[src/rtl/prog_loader.sv]
// prog_loader: loads a framed byte stream into program memory, holding the CPU in reset
// until the payload checksum verifies.
module prog_loader #(
    parameter int ADDR_W  = 12,
    parameter int DATA_W  = 8,
    parameter int TIMEOUT = 65535
) (
    input  logic              clock,
    input  logic              reset,
    input  logic              start,
    input  logic              in_valid,
    input  logic [DATA_W-1:0] in_data,
    output logic              in_ready,
    output logic              mem_we,
    output logic [ADDR_W-1:0] mem_addr,
    output logic [DATA_W-1:0] mem_wdata,
    output logic              cpu_hold,
    output logic              busy,
    output logic              done,
    output logic              err
);
    localparam int HW = ADDR_W - DATA_W;
    localparam int IW = TIMEOUT > 1 ? $clog2(TIMEOUT) : 1;
    localparam logic [IW-1:0] TO_LAST = IW'(TIMEOUT == 0 ? 0 : TIMEOUT - 1);

    typedef enum logic [2:0] {IDLE, S_LEN_HI, S_LEN_LO, S_DATA, S_CSUM, DONE, ERR} state_t;

    state_t            state_q, state_d;
    logic [ADDR_W-1:0] addr_q, addr_d;
    logic [ADDR_W:0]   rem_q, rem_d;
    logic [DATA_W-1:0] sum_q, sum_d;
    logic [IW-1:0]     idle_q, idle_d;
    logic [HW-1:0]     len_hi_q, len_hi_d;
    logic              mem_we_q, mem_we_d;
    logic [ADDR_W-1:0] mem_addr_q, mem_addr_d;
    logic [DATA_W-1:0] mem_wdata_q, mem_wdata_d;
    logic [DATA_W-1:0] sum_next;
    logic [ADDR_W-1:0] len;
    logic              accept;
    logic              timeout_hit;

    assign busy        = state_q inside {S_LEN_HI, S_LEN_LO, S_DATA, S_CSUM};
    assign in_ready    = busy;
    assign done        = state_q == DONE;
    assign err         = state_q == ERR;
    assign cpu_hold    = busy | err;
    assign mem_we      = mem_we_q;
    assign mem_addr    = mem_addr_q;
    assign mem_wdata   = mem_wdata_q;
    assign accept      = busy && in_valid;
    assign sum_next    = sum_q + in_data;
    assign len         = {len_hi_q, in_data};
    assign timeout_hit = TIMEOUT != 0 && idle_q == TO_LAST;

    always_comb begin
        state_d     = state_q;
        addr_d      = addr_q;
        rem_d       = rem_q;
        sum_d       = sum_q;
        idle_d      = idle_q;
        len_hi_d    = len_hi_q;
        mem_we_d    = 1'b0;
        mem_addr_d  = mem_addr_q;
        mem_wdata_d = mem_wdata_q;
        if (!busy) begin
            if (start) begin
                state_d = S_LEN_HI;
                addr_d  = '0;
                sum_d   = '0;
                idle_d  = '0;
            end
        end else if (accept) begin
            idle_d = '0;
            case (state_q)
                S_LEN_HI: begin
                    len_hi_d = in_data[HW-1:0];
                    state_d  = in_data[DATA_W-1:HW] == '0 ? S_LEN_LO : ERR;
                end
                S_LEN_LO: begin
                    // a zero length means a full memory image: 2^ADDR_W bytes
                    rem_d   = {len == '0, len};
                    state_d = S_DATA;
                end
                S_DATA: begin
                    mem_we_d    = 1'b1;
                    mem_addr_d  = addr_q;
                    mem_wdata_d = in_data;
                    addr_d      = addr_q + 1'b1;
                    sum_d       = sum_next;
                    rem_d       = rem_q - 1'b1;
                    state_d     = rem_q == (ADDR_W+1)'(1) ? S_CSUM : S_DATA;
                end
                S_CSUM:  state_d = sum_next == '0 ? DONE : ERR;
                default: ;
            endcase
        end else begin
            idle_d  = idle_q + 1'b1;
            state_d = timeout_hit ? ERR : state_q;
        end
    end

    always_ff @(posedge clock or posedge reset) begin
        if (reset) begin
            state_q     <= IDLE;
            addr_q      <= '0;
            rem_q       <= '0;
            sum_q       <= '0;
            idle_q      <= '0;
            len_hi_q    <= '0;
            mem_we_q    <= 1'b0;
            mem_addr_q  <= '0;
            mem_wdata_q <= '0;
        end else begin
            state_q     <= state_d;
            addr_q      <= addr_d;
            rem_q       <= rem_d;
            sum_q       <= sum_d;
            idle_q      <= idle_d;
            len_hi_q    <= len_hi_d;
            mem_we_q    <= mem_we_d;
            mem_addr_q  <= mem_addr_d;
            mem_wdata_q <= mem_wdata_d;
        end
    end
endmodule

[config.mk]
export PLATFORM = sky130hd
export DESIGN_NAME = prog_loader
export DESIGN_NICKNAME = d
export VERILOG_FILES = /design/src/rtl/prog_loader.sv
export SDC_FILE = /design/constraint.sdc
export NUM_CORES = 1
export LEC_CHECK = 0
export ABC_AREA = 1
export BUFFER_PORTS_ARGS = -buffer_cell sky130_fd_sc_hd__buf_2
export CORE_UTILIZATION = 62
export CTS_BUF_LIST = sky130_fd_sc_hd__clkbuf_2 sky130_fd_sc_hd__clkbuf_4 sky130_fd_sc_hd__clkbuf_8
export DETAILED_ROUTE_END_ITERATION = 10
export PLACE_DENSITY_LB_ADDON = 0.25
export SYNTH_ARGS = -nofsm -noshare
export SYNTH_HDL_FRONTEND = slang
export SYNTH_SLANG_ARGS = --single-unit
[constraint.sdc]
create_clock -name clock -period 2.5 [get_ports clock]
set_clock_uncertainty 0.15 [all_clocks]
set_input_delay 0.125 -clock clock [delete_from_list [all_inputs] [get_ports clock]]
set_output_delay 0.125 -clock clock [all_outputs]
set_load 0.01 [all_outputs]
**Yosys cells after proc, flatten, opt, wreduce, memory -nomap -nowiden**

Cells that the tools add are included.

- Register bits: 77
- Input port bits: 12
- Output and inout port bits: 26
- Word-level logic and storage cells: 61

- $add $sub $neg: 4
- Equality and inequality tests: 12
- Mux-type cells: 23
- Bitwise operators: 1
- Reduce and logical (&&, ||, !) cells: 12

Operator list:

| operator | count |
|---|---|
| $mux 12 | 4 |
| $mux 16 | 3 |
| $mux 8 | 4 |
| $pmux 13 s2 | 1 |
| $mux 3 | 6 |
| $add 16x1->16 const B | 1 |
| $eq 16x16->1 const B | 1 |
| $reduce_and 3->1 | 5 |
| $eq 13x1->1 const B | 1 |
| $sub 13x1->13 const B | 1 |
| $add 12x1->12 const B | 1 |
| $logic_not 12->1 | 1 |
| $pmux 3 s4 | 1 |
| $eq 3x3->1 const B | 3 |
| $add 8x8->8 | 1 |
| $logic_not 8->1 | 1 |
| $eq 3x2->1 const B | 2 |
| $ne 6x2->1 const B | 1 |
| $logic_not 4->1 | 1 |
| $ne 2x1->1 const B | 2 |
| $reduce_bool 2->1 | 2 |
| $reduce_bool 4->1 | 1 |
| $eq 3x1->1 const B | 1 |
| $mux 1 | 3 |
| 4 further kinds | 4 |

**Longest topological paths before layout**

- Depth in word-level cells: 6
- Depth in mapped cells: 16
- Gate-level depth less buffers: 16

**Worst setup path before layout**

No wires, ideal clock.

- Path type: register to register
- From: reg sum_q[0]
- To: reg state_q[1]
- Setup time: 0.120 ns
- Data arrival time: 1.687 ns
- Required time: 2.230 ns
- Setup slack: 0.543 ns
- Cell stages (with the launch flop): 16
- Path buffers: 0
- Period minus slack after synthesis: 1.957 ns
- Cell sequence: dfrtp_1 -> ha_1 -> inv_1 -> fa_1 -> inv_1 -> nand2_1 -> nand2_1 -> nand3_1 -> nand3_1 -> nand2_1 -> nor2_1 -> nand2_1 -> nand2_1 -> nand3_1 -> nand2_1 -> nand2_1

- Longest elaborated chain between the ends: 6

RTL lines:

| what | RTL line | source |
|---|---|---|
| from (decl) | 31 | `logic [DATA_W-1:0] sum_q, sum_d;` |
| from (signal assigned) | 117 | `sum_q <= sum_d;` |
| $add 8x8->8 | 51 | `assign sum_next = sum_q + in_data;` |
| $logic_not 8->1 | 93 | `S_CSUM: state_d = sum_next == '0 ? DONE : ERR;` |
| $mux 2 | 93 |  |
| $pmux 3 s4 | 74 | `case (state_q)` |
| $mux 3 | 72 | `end else if (accept) begin` |
| $mux 3 | 65 | `if (!busy) begin` |
| to (signal assigned) | 114 | `state_q <= state_d;` |
| to (decl) | 28 | `state_t state_q, state_d;` |

Every way passes these cells.
A chain may end at the register's enable or synchronous reset.

**Final worst setup path**

- From: in in_data[0]
- To: reg state_q[1]

- Longest elaborated chain between the ends: 6

RTL lines:

| what | RTL line | source |
|---|---|---|
| from (decl) | 12 | `input logic [DATA_W-1:0] in_data,` |
| $add 8x8->8 | 51 |  |
| $logic_not 8->1 | 93 |  |
| $mux 2 | 93 |  |
| $pmux 3 s4 | 74 |  |
| $mux 3 | 72 |  |
| $mux 3 | 65 |  |

Every way passes these cells.

==> run summary <==
PWR
------------------------------------------------------------------------------------------
Switching portion of total power ............................................       41.10%
Power per cell area .........................................................  1007 mW/mm2
Internal Power ..............................................................     2.876 mW
Maximum VDD drop ............................................................     714.6 uV
Switching power .............................................................     2.007 mW
Logic pwr share .............................................................        41.1%
Total leakage power .........................................................     2.426 nW
Clock network fraction of design power ......................................        21.4%
Total power .................................................................     4.883 mW
Share of power burned in registers ..........................................        37.5%

SETUP PATH
------------------------------------------------------------------------------------------
Cell-by-cell trace of the critical path ..................................... dlygate4sd3_1 > buf_2 > ha_1 > inv_1 > fa_1 > inv_1 > nand2_1 > nand2_1 > nand3_1 > nand2_1 > nand3_1 > nor2_1 > nand2_1 > nand2_1 > nand3_1 > nand2_1 > nand2_1
WS Path Type ................................................................       in2reg
Crit-path most repeated cell ................................................ sky130_fd_sc_hd__nand2_1
Start point of the critical path ............................................   in_data[0]
Critical-path top delay cell ................................................ sky130_fd_sc_hd__dlygate4sd3_1
Biggest cell delay along the critical path ..................................      0.53 ns
Worst Path Required .........................................................      2.58 ns
Worst r2r src ...............................................................     sum_q[0]
Worst Path Arrival ..........................................................      2.34 ns
Type of origin of the critical path .........................................   input port
Largest fanout of any net on the critical path ..............................            3
Type of destination of the critical path ....................................         flop

TIMING
------------------------------------------------------------------------------------------
Max Slew Vio Count ..........................................................            0
Max-slew headroom at the worst pin ..........................................       68.03%
Transition time at the pin with the least slew margin .......................    0.4752 ns
Setup Viol. Count Final .....................................................            0
Hold slack final ............................................................   0.06496 ns
Clock period minus final worst setup slack ..................................     2.256 ns
Upper clock frequency limit .................................................    443.2 MHz
Setup ws final ..............................................................    0.2436 ns
Period utilisation layout ...................................................       90.26%
Final sum of negative setup slack ...........................................         0 ns
Number of hold-slack violations in the final timing report ..................            0
RSZ-0062 raised after global routing ........................................        false

ROUTING
------------------------------------------------------------------------------------------
Wire length after detailed routing ..........................................      9593 um
Routed WL per cell ..........................................................     14.40 um
Initial DRT Pass Iterations .................................................            7
Via-to-Cell Ratio ...........................................................        5.605
DR DRC count ................................................................            0
Initial detailed-routing violation count ....................................          290
Total number of vias ........................................................         3733
Post-route ant nets .........................................................            0

CLOCKING
------------------------------------------------------------------------------------------
Root Driver ................................................................. sky130_fd_sc_hd__clkbuf_8
Clock edge transition at the registers on the reported setup and hold paths .      0.08 ns
Clock latency reported for the late side of the worst-skew pair .............      0.34 ns
CTS tree ....................................................................         done
Number of buffers between clock root and the deepest sink ...................            2
Number of clock sinks .......................................................           77
H-tree levels ...............................................................            3
Clock buffer count from CTS .................................................            9

YOSYS
------------------------------------------------------------------------------------------
Dominant register cell in the synthesized netlist ........................... sky130_fd_sc_hd__dfrtp_1
Cells after synthesis .......................................................          533
Cell types with the highest counts after synthesis .......................... 129 x sky130_fd_sc_hd__nand2_1, 77 x sky130_fd_sc_hd__dfrtp_1, 66 x sky130_fd_sc_hd__inv_1
Mapped cell area ............................................................ 0.004269 mm2
Number of synthesized flops with an enable pin ..............................            0
Yosys synthesis warning count ...............................................            0
Synth async-reset ratio .....................................................       100.0%
Area share of the leading cell type in the synthesized netlist ..............       45.13%
Post-synthesis sequential area ratio ........................................       45.13%
Number of synthesized register bits .........................................           77
Average size of a mapped cell ...............................................    8.010 um2
Area leader, netlist ........................................................ sky130_fd_sc_hd__dfrtp_1
Top area cells in the synthesized netlist ................................... sky130_fd_sc_hd__dfrtp_1 45%, sky130_fd_sc_hd__nand2_1 11%, sky130_fd_sc_hd__o21ai_0 6.1%
Unique masters post-synth ...................................................           44
Most repeated cell in the gate-level netlist after synthesis ................ sky130_fd_sc_hd__nand2_1
Total nets after synthesis ..................................................          558

FINAL LAYOUT
------------------------------------------------------------------------------------------
Layout Area Growth over Synthesis ...........................................       13.54%
Diode insertion count for antenna repair ....................................            0
Final core utilization ......................................................       74.63%
Post-Layout Cell Count ......................................................          666
Share of post-route cells with drive strength above 1 .......................       16.64%
Final cell area excluding filler cells ...................................... 0.004847 mm2
Nets ........................................................................          610

FLOORPLAN
------------------------------------------------------------------------------------------
I/O pin count ...............................................................           38
Num rows ....................................................................           29
Die outline area ............................................................ 0.007222 mm2
Width of the chip ...........................................................     84.98 um
Die height ..................................................................     84.98 um
Core area ................................................................... 0.006495 mm2
Initial core utilization ....................................................       65.73%

PLACED DESIGN
------------------------------------------------------------------------------------------
Total half-perimeter wirelength after legalization and detailed placement ...      6821 um
Pre-CTS WS ..................................................................    0.3715 ns
GP Congestion ...............................................................       0.9035
Post-Place Cell Area ........................................................ 0.004539 mm2
PortBufs ....................................................................           37
Instance count after placement with tap cells included ......................          642

GLOBAL ROUTING
------------------------------------------------------------------------------------------
Pin count of the biggest net entering global routing ........................           62
Number of global-route vias before repair ...................................         3555
Number of antenna violations at the first check in global routing ...........            0
Remaining Overflow, GRT .....................................................            0
First-pass GRT wire length ..................................................     16390 um
Total global routing track utilization ......................................       28.86%

HOLD PATH
------------------------------------------------------------------------------------------
Min-delay worst type ........................................................       in2reg
Beginning of the worst hold path ............................................   in_data[5]

STATUS
------------------------------------------------------------------------------------------
Run status .................................................................. finished clean

RUN
------------------------------------------------------------------------------------------
Reported max-cap violation count ............................................            0

state kept, by name, indices dropped and copies added, names as in the netlist:
name,cells
idle_q,16
rem_q,13
addr_q,12
mem_addr,12
mem_wdata,8
sum_q,8
len_hi_q,4
state_q,3
mem_we,1
critical path: cells and delay by family:
| kind | cells | cell delay [ns] |
|---|---|---|
| fa+ha+maj | 2 | 0.59 |
| buf+inv | 4 | 0.80 |
| simple gates | 11 | 0.80 |
placed cells by master (no fill, tap or decap), types with 2 or more instances in the layout:
cell type	n
sky130_fd_sc_hd__clkbuf_8	10
sky130_fd_sc_hd__nor2_4	5
sky130_fd_sc_hd__nand3_1	32
sky130_fd_sc_hd__dlygate4sd3_1	9
sky130_fd_sc_hd__nor2_1	40
sky130_fd_sc_hd__a22o_1	4
sky130_fd_sc_hd__nand2_2	2
sky130_fd_sc_hd__a31oi_1	2
sky130_fd_sc_hd__ha_1	12
sky130_fd_sc_hd__o22ai_1	7
sky130_fd_sc_hd__o21ai_1	4
sky130_fd_sc_hd__nor2_2	6
sky130_fd_sc_hd__nand2_4	4
sky130_fd_sc_hd__bufinv_16	2
sky130_fd_sc_hd__nand2_1	129
sky130_fd_sc_hd__o31ai_1	3
sky130_fd_sc_hd__nor3_1	5
sky130_fd_sc_hd__inv_2	8
sky130_fd_sc_hd__a32o_1	2
sky130_fd_sc_hd__buf_2	37
sky130_fd_sc_hd__inv_1	65
sky130_fd_sc_hd__dfrtp_1	77
sky130_fd_sc_hd__xnor2_1	4
sky130_fd_sc_hd__o21ai_0	52
sky130_fd_sc_hd__nand4_1	4
sky130_fd_sc_hd__o21ai_2	6
sky130_fd_sc_hd__xor2_1	5
sky130_fd_sc_hd__buf_4	5
sky130_fd_sc_hd__a21oi_1	25
sky130_fd_sc_hd__nor4_1	3
sky130_fd_sc_hd__o22ai_2	2
logic make-up (layout without fill, tap and decap cells):
family | after synthesis | count (layout) | synth area share (%)
buf+inv | 87 | 143 | 8.588
mux | 1 | 1 | 0.2638
fa+ha+maj | 13 | 13 | 3.986
compound gates | 112 | 112 | 15.39
flops | 77 | 77 | 45.13
simple gates | 234 | 234 | 24.79
xor+xnor | 9 | 9 | 1.846
power by group through the flow:
stage               registers, mW  clock network [mW]  logic, mW
finish                       1.83                1.04       2.01
detailed placement           1.85                   0       1.98
CTS                          1.83                1.05       2.00
global route                 1.87                1.10       2.26
floorplan                    1.85                   0       1.42
global placement             1.83                   0       1.91
area by class of cell:
type / instances / area [um2]
clock buffer: 11 / 145.1
clock inverter: 4 / 72.57
fill: 463 / 1648
inverter: 76 / 297.8
multi-input combinational: 369 / 1976
sequential: 77 / 1927
tap: 77 / 96.34
timing repair buffer: 52 / 332.8
per-layer routing:
| layer | GRT usage [%] | routed length, um | up-vias |
|---|---|---|---|
| li1 | - | - | 1846 |
| met3 | 6.323 | 508 | 20 |
| met4 | 11.56 | 243 | 0 |
| met2 | 46.04 | 4580 | 102 |
| met5 | 0 | 0 | - |
| met1 | 38.64 | 4261 | 1765 |
final timing paths:
check | end | slack [ns] | depth (start not counted)
hold / removal | mem_wdata[5] | 0.06 | 3
hold reg to reg | mem_addr[10] | 0.33 | 2
setup reg to reg | state_q[1] | 0.34 | 15
min in group asynchronous | mem_addr[5] | 0.15 | 3
max in group asynchronous | idle_q[2] | 1.41 | 4
setup / recovery | state_q[1] | 0.24 | 17
timing repair:
action	4_1_cts	5_1_grt
hold buffers	9	0
resized for setup	0	0
endpoints found under the hold margin	27	0
buffers inserted	0	0
(Power assumes the default switching activity.)
